**src/rtl/dm_pkg.sv**
```systemverilog
// Shared debug-module types: system-bus error codes, access sizes and SBA FSM states.
package dm_pkg;

    typedef enum logic [2:0] {
        SBERR_NONE       = 3'd0,
        SBERR_TIMEOUT    = 3'd1,
        SBERR_BADADDR    = 3'd2,
        SBERR_MISALIGNED = 3'd3,
        SBERR_SIZE       = 3'd4,
        SBERR_OTHER      = 3'd7
    } sberror_e;

    typedef enum logic [2:0] {
        SBA_8   = 3'd0,
        SBA_16  = 3'd1,
        SBA_32  = 3'd2,
        SBA_64  = 3'd3,
        SBA_128 = 3'd4
    } sbaccess_e;

    typedef enum logic [1:0] {
        SBA_IDLE,
        SBA_REQ,
        SBA_WAIT_RESP
    } sba_state_e;

    function automatic int unsigned access_bytes(input logic [2:0] acc);
        return 32'd1 << acc;
    endfunction

endpackage

```
**src/rtl/dm_sba_lane.sv**
```systemverilog
// Byte-lane steering for the system-bus master: byte enables, write-data
// placement and read-data extraction for a naturally aligned access.
module dm_sba_lane import dm_pkg::*; #(
    parameter int BusWidth = 32
) (
    input  logic [2:0]                        access_i,
    input  logic [$clog2(BusWidth/8)-1:0]     offset_i,
    input  logic [BusWidth-1:0]               wdata_i,
    input  logic [BusWidth-1:0]               rdata_i,
    output logic [BusWidth/8-1:0]             be_o,
    output logic [BusWidth-1:0]               wdata_o,
    output logic [BusWidth-1:0]               rdata_o
);

    localparam int unsigned NumBytes = BusWidth / 8;

    logic [NumBytes-1:0] size_mask;
    logic [BusWidth-1:0] data_mask;

    always_comb begin
        size_mask = '0;
        data_mask = '0;
        for (int unsigned i = 0; i < NumBytes; i++) begin
            size_mask[i]        = (i < access_bytes(access_i));
            data_mask[i*8 +: 8] = {8{size_mask[i]}};
        end
    end

    assign be_o    = size_mask << offset_i;
    assign wdata_o = wdata_i << {offset_i, 3'b000};
    assign rdata_o = (rdata_i >> {offset_i, 3'b000}) & data_mask;

endmodule

```
**src/rtl/dm_sba_engine.sv**
```systemverilog
// System-bus access engine: turns sbaddress/sbdata CSR accesses into single
// master-bus transfers, with access checks, per-phase timeout and autoincrement.
module dm_sba_engine import dm_pkg::*; #(
    parameter int BusWidth       = 32,
    parameter int TimeoutCycles  = 1024,
    parameter bit ReadByteEnable = 1'b1
) (
    input  logic                  clk_i,
    input  logic                  rst_i,
    input  logic [BusWidth-1:0]   sbaddress_i,
    input  logic                  sbaddress_write_valid_i,
    input  logic                  sbreadonaddr_i,
    input  logic                  sbautoincrement_i,
    input  logic [2:0]            sbaccess_i,
    input  logic                  sbreadondata_i,
    input  logic [BusWidth-1:0]   sbdata_i,
    input  logic                  sbdata_read_valid_i,
    input  logic                  sbdata_write_valid_i,
    output logic [BusWidth-1:0]   sbaddress_o,
    output logic [BusWidth-1:0]   sbdata_o,
    output logic                  sbdata_valid_o,
    output logic                  sbbusy_o,
    output logic                  sberror_valid_o,
    output logic [2:0]            sberror_o,
    output logic                  master_req_o,
    output logic [BusWidth-1:0]   master_add_o,
    output logic                  master_we_o,
    output logic [BusWidth-1:0]   master_wdata_o,
    output logic [BusWidth/8-1:0] master_be_o,
    input  logic                  master_gnt_i,
    input  logic                  master_r_valid_i,
    input  logic                  master_r_err_i,
    input  logic                  master_r_other_err_i,
    input  logic [BusWidth-1:0]   master_r_rdata_i
);

    localparam int OffW = $clog2(BusWidth / 8);
    localparam int CntW = (TimeoutCycles > 1) ? $clog2(TimeoutCycles) : 1;
    localparam logic [CntW-1:0] CntLast = CntW'((TimeoutCycles > 0) ? TimeoutCycles - 1 : 0);

    sba_state_e          state_q, state_d;
    logic [BusWidth-1:0] addr_q, add_q, wdata_q, sbdata_q, start_addr, amask;
    logic [2:0]          access_q;
    logic                we_q, data_valid_q, err_valid_q;
    sberror_e            err_q, err_code;
    logic [CntW-1:0]     cnt_q;
    logic                start, start_we, load_addr, launch, err_set, ok_done, rd_done, cnt_clr;
    logic                timeout_hit;

    logic [BusWidth/8-1:0] lane_be;
    logic [BusWidth-1:0]   lane_wdata, lane_rdata;

    dm_sba_lane #(.BusWidth(BusWidth)) u_lane (
        .access_i (access_q),
        .offset_i (add_q[OffW-1:0]),
        .wdata_i  (wdata_q),
        .rdata_i  (master_r_rdata_i),
        .be_o     (lane_be),
        .wdata_o  (lane_wdata),
        .rdata_o  (lane_rdata)
    );

    assign timeout_hit = (TimeoutCycles != 0) && (cnt_q == CntLast);

    always_comb begin
        state_d    = state_q;
        start      = 1'b0;
        start_we   = 1'b0;
        load_addr  = 1'b0;
        launch     = 1'b0;
        start_addr = addr_q;
        amask      = '0;
        err_set    = 1'b0;
        err_code   = SBERR_NONE;
        ok_done    = 1'b0;
        rd_done    = 1'b0;
        cnt_clr    = 1'b0;
        case (state_q)
            SBA_IDLE: begin
                // An address write shadows any data trigger in the same cycle.
                if (sbaddress_write_valid_i) begin
                    load_addr  = 1'b1;
                    start_addr = sbaddress_i;
                    start      = sbreadonaddr_i;
                end else if (sbdata_write_valid_i) begin
                    start    = 1'b1;
                    start_we = 1'b1;
                end else if (sbdata_read_valid_i && sbreadondata_i) begin
                    start = 1'b1;
                end
                if (start) begin
                    amask = (BusWidth'(1) << sbaccess_i) - BusWidth'(1);
                    if (sbaccess_i > 3'(OffW)) begin
                        err_set  = 1'b1;
                        err_code = SBERR_SIZE;
                    end else if (|(start_addr & amask)) begin
                        err_set  = 1'b1;
                        err_code = SBERR_MISALIGNED;
                    end else begin
                        launch  = 1'b1;
                        cnt_clr = 1'b1;
                        state_d = SBA_REQ;
                    end
                end
            end
            SBA_REQ: begin
                if (master_gnt_i) begin
                    cnt_clr = 1'b1;
                    state_d = SBA_WAIT_RESP;
                end else if (timeout_hit) begin
                    err_set  = 1'b1;
                    err_code = SBERR_TIMEOUT;
                    state_d  = SBA_IDLE;
                end
            end
            SBA_WAIT_RESP: begin
                if (master_r_valid_i) begin
                    state_d = SBA_IDLE;
                    if (master_r_other_err_i) begin
                        err_set  = 1'b1;
                        err_code = SBERR_OTHER;
                    end else if (master_r_err_i) begin
                        err_set  = 1'b1;
                        err_code = SBERR_BADADDR;
                    end else begin
                        ok_done = 1'b1;
                        rd_done = !we_q;
                    end
                end else if (timeout_hit) begin
                    err_set  = 1'b1;
                    err_code = SBERR_TIMEOUT;
                    state_d  = SBA_IDLE;
                end
            end
            default: state_d = SBA_IDLE;
        endcase
    end

    always_ff @(posedge clk_i) begin
        if (rst_i) state_q <= SBA_IDLE;
        else       state_q <= state_d;
    end

    always_ff @(posedge clk_i) begin
        if (rst_i) begin
            addr_q       <= '0;
            add_q        <= '0;
            wdata_q      <= '0;
            access_q     <= '0;
            we_q         <= 1'b0;
            cnt_q        <= '0;
            sbdata_q     <= '0;
            data_valid_q <= 1'b0;
            err_valid_q  <= 1'b0;
            err_q        <= SBERR_NONE;
        end else begin
            err_valid_q  <= err_set;
            data_valid_q <= rd_done;
            if (err_set) err_q    <= err_code;
            if (rd_done) sbdata_q <= lane_rdata;
            if (load_addr)
                addr_q <= sbaddress_i;
            else if (ok_done && sbautoincrement_i)
                addr_q <= addr_q + BusWidth'(access_bytes(access_q));
            // Transfer attributes are frozen at launch so the bus sees stable values.
            if (launch) begin
                add_q    <= start_addr;
                we_q     <= start_we;
                access_q <= sbaccess_i;
                wdata_q  <= sbdata_i;
            end
            if (cnt_clr || state_q == SBA_IDLE) cnt_q <= '0;
            else                                cnt_q <= cnt_q + CntW'(1);
        end
    end

    assign sbaddress_o     = addr_q;
    assign sbdata_o        = sbdata_q;
    assign sbdata_valid_o  = data_valid_q;
    assign sberror_valid_o = err_valid_q;
    assign sberror_o       = err_q;
    assign sbbusy_o        = (state_q != SBA_IDLE);

    assign master_req_o   = (state_q == SBA_REQ);
    assign master_add_o   = master_req_o ? add_q : '0;
    assign master_we_o    = master_req_o & we_q;
    assign master_wdata_o = master_we_o ? lane_wdata : '0;
    assign master_be_o    = !master_req_o ? '0 :
                            (we_q || ReadByteEnable) ? lane_be : '1;

endmodule

```
**config.mk**
```make
export PLATFORM = sky130hd
export DESIGN_NAME = dm_sba_engine
export DESIGN_NICKNAME = d
export VERILOG_FILES = /design/src/rtl/dm_pkg.sv /design/src/rtl/dm_sba_lane.sv /design/src/rtl/dm_sba_engine.sv
export SDC_FILE = /design/constraint.sdc
export NUM_CORES = 1
export LEC_CHECK = 0
export CAP_MARGIN = 20
export CORE_MARGIN = 2
export CORE_UTILIZATION = 30
export CTS_CLUSTER_SIZE = 20
export DETAILED_ROUTE_END_ITERATION = 6
export PLACE_DENSITY = 0.62
export SETUP_SLACK_MARGIN = 0.02
export SLEW_MARGIN = 20
export SYNTH_ARGS = -nofsm -noshare
export SYNTH_HDL_FRONTEND = slang
export SYNTH_HIERARCHICAL = 1
export SYNTH_SLANG_ARGS = --single-unit
export TNS_END_PERCENT = 5
```
**constraint.sdc**
```tcl
create_clock -name clk_i -period 3.81 [get_ports clk_i]
set_input_delay 0.9525 -clock clk_i [delete_from_list [all_inputs] [get_ports clk_i]]
set_output_delay 0.9525 -clock clk_i [all_outputs]
set_load 0.02 [all_outputs]
```
; Word-level counts from Yosys, hierarchy flattened
; Index checks and enable logic that the tools add are counted.
[word_totals]
out_inout_bits = 140
input_bits = 111
register_bits = 149
[op_classes]
reduce_logical = 10
n_bitwise = 3
shifts = 5
eq_ne = 6
mux = 56
magnitude_cmp = 5
addsub = 3
[op_table]
columns = cell, count
row1 = 32-bit 2-to-1 mux, 7
row2 = 32-bit AND, 2
row3 = 1-bit by 32-bit less-than comparator with 1-bit output (first input constant), 2
row4 = 2-bit by 32-bit less-than comparator with 1-bit output (first input constant), 2
row5 = 1-bit by 3-bit left shift with 32-bit output (first input constant), 2
row6 = 32-bit adder, 1
row7 = 1-bit 2-to-1 mux, 32
row8 = 32-bit OR reduction, 1
row9 = 32-bit by 5-bit left shift with 32-bit output, 1
row10 = 32-bit by 5-bit right shift with 32-bit output, 1
row11 = 32-bit by 2-bit subtractor with 32-bit output (second input constant), 1
row12 = 2-bit 2-to-1 mux, 8
row13 = 3-bit 2-to-1 mux, 4
row14 = 10-bit by 1-bit adder with 10-bit output (second input constant), 1
row15 = 10-bit == test (second input constant), 1
row16 = 3-bit case mux with 3 select lines, 1
row17 = 2-bit case mux with 3 select lines, 1
row18 = 4-bit 2-to-1 mux, 1
row19 = 2-bit inequality test (second input constant), 2
row20 = 2-bit nonzero test, 2
row21 = 4-bit by 2-bit left shift with 4-bit output, 1
row22 = 3-bit by 2-bit > comparator with 1-bit output (second input constant), 1
row23 = 1-bit case mux with 3 select lines, 1
row24 = 3-bit AND reduction, 1
row25 = 10 further kinds, 11

; Longest topological paths before layout
[depth]
ltp_word = 10
ltp_mapped = 12
ltp_nobuf = 10

; Modules after synthesis
; The synthesis kept the hierarchy.
[modules_own_cells]
columns = mod, instances, cells_per_inst, area_per_inst_um2
row1 = dm_sba_engine, 1, 936, 7384.6
row2 = dm_sba_lane, 1, 182, 1187.4

; Least setup slack after synthesis
; No wires, ideal clock.
[synth_path]
path_kind = reg-to-reg
startpoint = register access_q[2]
endpoint = register addr_q[16], in the netlist sbaddress_o[16]
stages_incl_launch_ff = 12
slack_ps = 1195
t_arrival_ps = 2524
period_less_slack_ps = 2615
t_required_ps = 3719
cell_sequence = dfxtp_1 clkbuf_1 nor3_1 ha_1 inv_1 fa_1 nor2b_1 o21ai_0 a21oi_2 o211ai_1 or3_1 a311oi_1
[synth_via]
elab_chain_len = 4
[synth_lines]
columns = element, line
row1 = "start, declared", dm_sba_engine.sv:43  ; logic [2:0] access_q;
row2 = "start signal, assigned", dm_sba_engine.sv:169  ; access_q <= sbaccess_i;
row3 = 1-bit by 3-bit left shift with 32-bit output, dm_pkg.sv:28  ; return 32'd1 << acc;
row4 = 32-bit adder, dm_sba_engine.sv:164  ; addr_q <= addr_q + BusWidth'(access_bytes(access_q));
row5 = 32-bit 2-to-1 mux, dm_sba_engine.sv:163  ; else if (ok_done && sbautoincrement_i)
row6 = 32-bit 2-to-1 mux, dm_sba_engine.sv:161  ; if (load_addr)
row7 = "end signal, assigned", dm_sba_engine.sv:162  ; addr_q <= sbaddress_i;
row8 = "end signal, assigned", dm_sba_engine.sv:164
row9 = "end, declared", dm_sba_engine.sv:42  ; logic [BusWidth-1:0] addr_q, add_q, wdata_q, sbdata_q, start_addr, amask;
; No other way between the ends. The select of a mux whose other input is x is not followed.
; A chain may end at the register's enable or synchronous reset.

; Worst setup path in the final report
[layout_path]
startpoint = register add_q[0]
endpoint = output port master_be_o[1]
[layout_via]
elab_chain_len = 2
[layout_lines]
columns = element, line
row1 = "start, declared", dm_sba_engine.sv:42
row2 = "start signal, assigned", dm_sba_engine.sv:167  ; add_q <= start_addr;
row3 = 4-bit by 2-bit left shift with 4-bit output, dm_sba_lane.sv:29  ; assign be_o = size_mask << offset_i;
row4 = net lane_be[1], dm_sba_engine.sv:50  ; logic [BusWidth/8-1:0] lane_be;
row5 = 4-bit 2-to-1 mux, dm_sba_engine.sv:188  ; assign master_be_o = !master_req_o ? '0 :
row6 = "end, declared", dm_sba_engine.sv:29  ; output logic [BusWidth/8-1:0] master_be_o,
; The timed path passes the listed nets, and every way through them passes these cells.

==> run summary <==
The biggest fanout along the worst timing path came out at 53. In the final layout, the share of cells above drive strength 1 is 7.12%. In this run the clock root is driven by a sky130_fd_sc_hd__clkbuf_16. The number of input and output port buffers inserted came out at 250. Dividing the final minimum period by the clock period gives 96.1%. The first global-routing pass estimated 46.8 mm of wire. The worst slew margin relative to its limit came out at 33.3%.

Entering global routing, the biggest net connects 73 pins. Minimum clock period after layout: 3.66 ns. The most common library cell in the layout ignoring fill and taps was sky130_fd_sc_hd__clkdlybuf4s50_1. The flow ran to the end, and the final reports show no timing, DRC or antenna violations. The total number of yosys warnings is 6, and the number of fill cells is 2889.

The worst setup path is of the reg2out kind. Width of the die: 173 um. Clock tree synthesis inserted a total of 17 buffers.

The synthesized design contains 149 register bits. Timing would allow up to 273 MHz. The synthesized design contains 0 enable-type register cells. Once placement finished, the instance area stood at 0.0113 sq mm. The largest incremental delay on the critical path was 0.79 ns; the instance count along the most critical hold path was 1. The number of buffers inserted to repair setup after CTS is 0, and the power density normalized to cell area is 343 mW/mm^2.

The worst-case IR drop observed on VDD is 0.249 mV. The clock transition time at the flip-flop clock pins of the worst setup and hold paths was 0.06 ns; the number of max-cap violations was 0. For the routed wire length, the log shows 29.7 mm. For this run, the post-layout net count is 1444.

Summed over all layers, the global routing overflow is 0. The wire length per cell after detailed routing was 17.3 um. The area growth from synthesis to layout is 39.2%. Detailed placement finished with a half-perimeter wire length of 21.1 mm. The logs give 8723 for the number of vias in the routed layout and 0 for the detailed-route DRC error count. Count of hold buffers inserted by post-cts repair: 0. Global routing consumed, over all layers together, 19.3% of the routing resources. Among all flip-flop cells after synthesis, the most frequent one is sky130_fd_sc_hd__dfxtp_1.

The number of gates resized after CTS was 0. The synthesized area divided by synthesized cell count works out to 7.67 sq um. STA puts the critical path data required time at 2.86 ns. Setup violations remaining at the end of the flow were counted as 0. For the number of standard-cell rows in the floorplan, the log shows 61. The proportion of register bits with asynchronous set or reset after synthesis is 0%. The storage element area is 0.00299 sq mm. The H-tree was split into 4 levels. The path type of the worst min-delay path is reg2reg. Counting cells, the worst reg-to-reg path comes to 10. For the number of global-route vias before repair, the log shows 8488. TritonCTS built the clock tree. For the global placement routability congestion, the log shows 0.834.

The final antenna-violating net count came out at 0. The cell with the biggest individual delay on the critical path was sky130_fd_sc_hd__dfxtp_4. The aggregate negative setup slack came out at 0 ns. After detailed routing, the number of vias per cell comes to 5.09. The logs give 4 for the initial antenna violation count and 0.00507 sq mm for the area of combinational cells with multiple inputs. 251 I/O pins were placed. Across all hold checks on the routed design, the worst slack comes to 0.450 ns.

Hold violation count in the final report: 0. At the pin with the least slew margin, the transition time is 1.00 ns. The floorplan die height works out to 173 um. Critical path startpoint category: a register. The clock passes through at most 2 buffers. The pre-antenna-repair detailed-routing pass consisted of 5 iterations.

Number of max-slew violations in the final report: 0. STA classifies the critical path endpoint as an output port. Synthesis instantiated 62 different standard cells from the library.

The logs give 1241 for the net count of the mapped netlist and 4.19 nW for the static power due to leakage. The data arrival time of the critical path was 2.71 ns. For this configuration, the core starts out at a cell density of 30.7%.

The final standard cell area without fillers is 0.0119 sq mm. After synthesis the cells add up to 0.00857 sq mm. The die covers 0.0299 sq mm. After synthesis, flip-flops and latches occupy 34.8% of the total area. In the layout the commonest cells are 249 x sky130_fd_sc_hd__clkdlybuf4s50_1, 244 x sky130_fd_sc_hd__nand2_1, 147 x sky130_fd_sc_hd__dfxtp_1. Clock latency on the worst-skew pair, taken at its later pin, is 0.43 ns. The clock net in this run drives a total of 149 sinks. The region available for standard cell placement spans 0.0279 sq mm. The run gives 1118 as the number of standard cells after synthesis. Setup repair after global routing left no endpoint under its margin. The critical path goes through clkinv_1, a21oi_1, and2_1, clkdlybuf4s50_1. In this run, the number of DRC markers left after iteration 0 of detailed routing was 630. The largest clock skew in the final design was 0.0148 ns.
-- critical path: cells and delay by family, from the launching register on --
| family | cells | cell delay [ns] |
|---|---|---|
| flip-flops | 1 | 0.79 |
| buffers and inverters | 2 | 1.09 |
| AO/OA/AOI/OAI | 1 | 0.25 |
| AND/OR/NAND/NOR | 1 | 0.14 |
-- synth_stat cells (11+ instances only) --
cell	number	area [sq um]
sky130_fd_sc_hd__o21ai_0	21	105
sky130_fd_sc_hd__clkbuf_1	60	225
sky130_fd_sc_hd__buf_2	13	65.1
sky130_fd_sc_hd__nand2_1	245	920
sky130_fd_sc_hd__dfxtp_1	149	2980
sky130_fd_sc_hd__and2_1	57	357
sky130_fd_sc_hd__xor2_1	25	219
sky130_fd_sc_hd__a311oi_2	22	330
sky130_fd_sc_hd__nand3_1	12	60.1
sky130_fd_sc_hd__a211oi_1	52	390
sky130_fd_sc_hd__and3_1	38	238
sky130_fd_sc_hd__a311oi_1	15	131
sky130_fd_sc_hd__ha_1	11	138
sky130_fd_sc_hd__nor2b_1	30	188
sky130_fd_sc_hd__inv_1	14	52.6
sky130_fd_sc_hd__nor2_1	111	417
sky130_fd_sc_hd__a21oi_1	97	485
sky130_fd_sc_hd__mux2i_1	28	280
-- layout make-up --
class | instances | share of cell area, %
diodes | 1 | 0.0210
clock buffers | 18 | 3.68
clock inverters | 14 | 1.37
inverters | 15 | 0.472
multi-input cells | 865 | 42.5
flip-flops and latches | 149 | 25.0
well taps | 378 | 3.96
repair buffers | 273 | 22.9
-- logic make-up after synthesis --
kind of cell | share of synthesized area, %
xor gates and xnor gates | 3.47
AOI/OAI and AO/OA | 21.1
adders and majority gates | 1.84
and+or+nand+nor | 29.1
buffers and inverters | 6.22
muxes | 3.44
DFF | 34.8
-- per-stage QoR --
stage | worst slack (ns) | utilization (%) | instances | power (mW)
2_1_floorplan | 1.20 | - | 1118 | 2.06
3_3_place_gp | 0.340 | 40.5 | 1680 | 2.36
3_5_place_dp | 0.242 | 40.5 | 1680 | 2.36
4_1_cts | 0.149 | 42.7 | 1712 | 4.13
5_1_grt | 0.0412 | 42.7 | 1713 | 4.27
6_report | 0.149 | 42.7 | 1713 | 4.10
-- metal layers --
metal | track usage (%) | part of all wire (%)
met5 | 0 | 0.098
met4 | 4.24 | 1.3
met3 | 5.69 | 7.9
met1 | 25.4 | 46
met2 | 31.2 | 45
-- power breakdown --
group          total, mW  switching, mW  internal, mW
Combinational      0.635          0.335         0.299
Clock               1.77          0.762          1.00
Sequential          1.70         0.0810          1.62
Total               4.10           1.18          2.92
-- path summary, 6_finish.rpt --
path               startpoint               to  slack (ns)
setup / recovery     add_q[0]   master_be_o[1]        0.15
hold / removal       cnt_q[0]         cnt_q[0]        0.45
setup reg to reg  access_q[0]  sbaddress_o[16]        0.81
hold reg to reg      cnt_q[0]         cnt_q[0]        0.45
-- registers in the layout (all words and copies together), names as in the netlist, 2 cells and up --
name	flops
access_q	3
add_q	32
cnt_q	10
sbaddress_o	32
sbdata_o	32
sberror_o	3
state_q	2
wdata_q	32
Power figures use the tool's default switching activity.
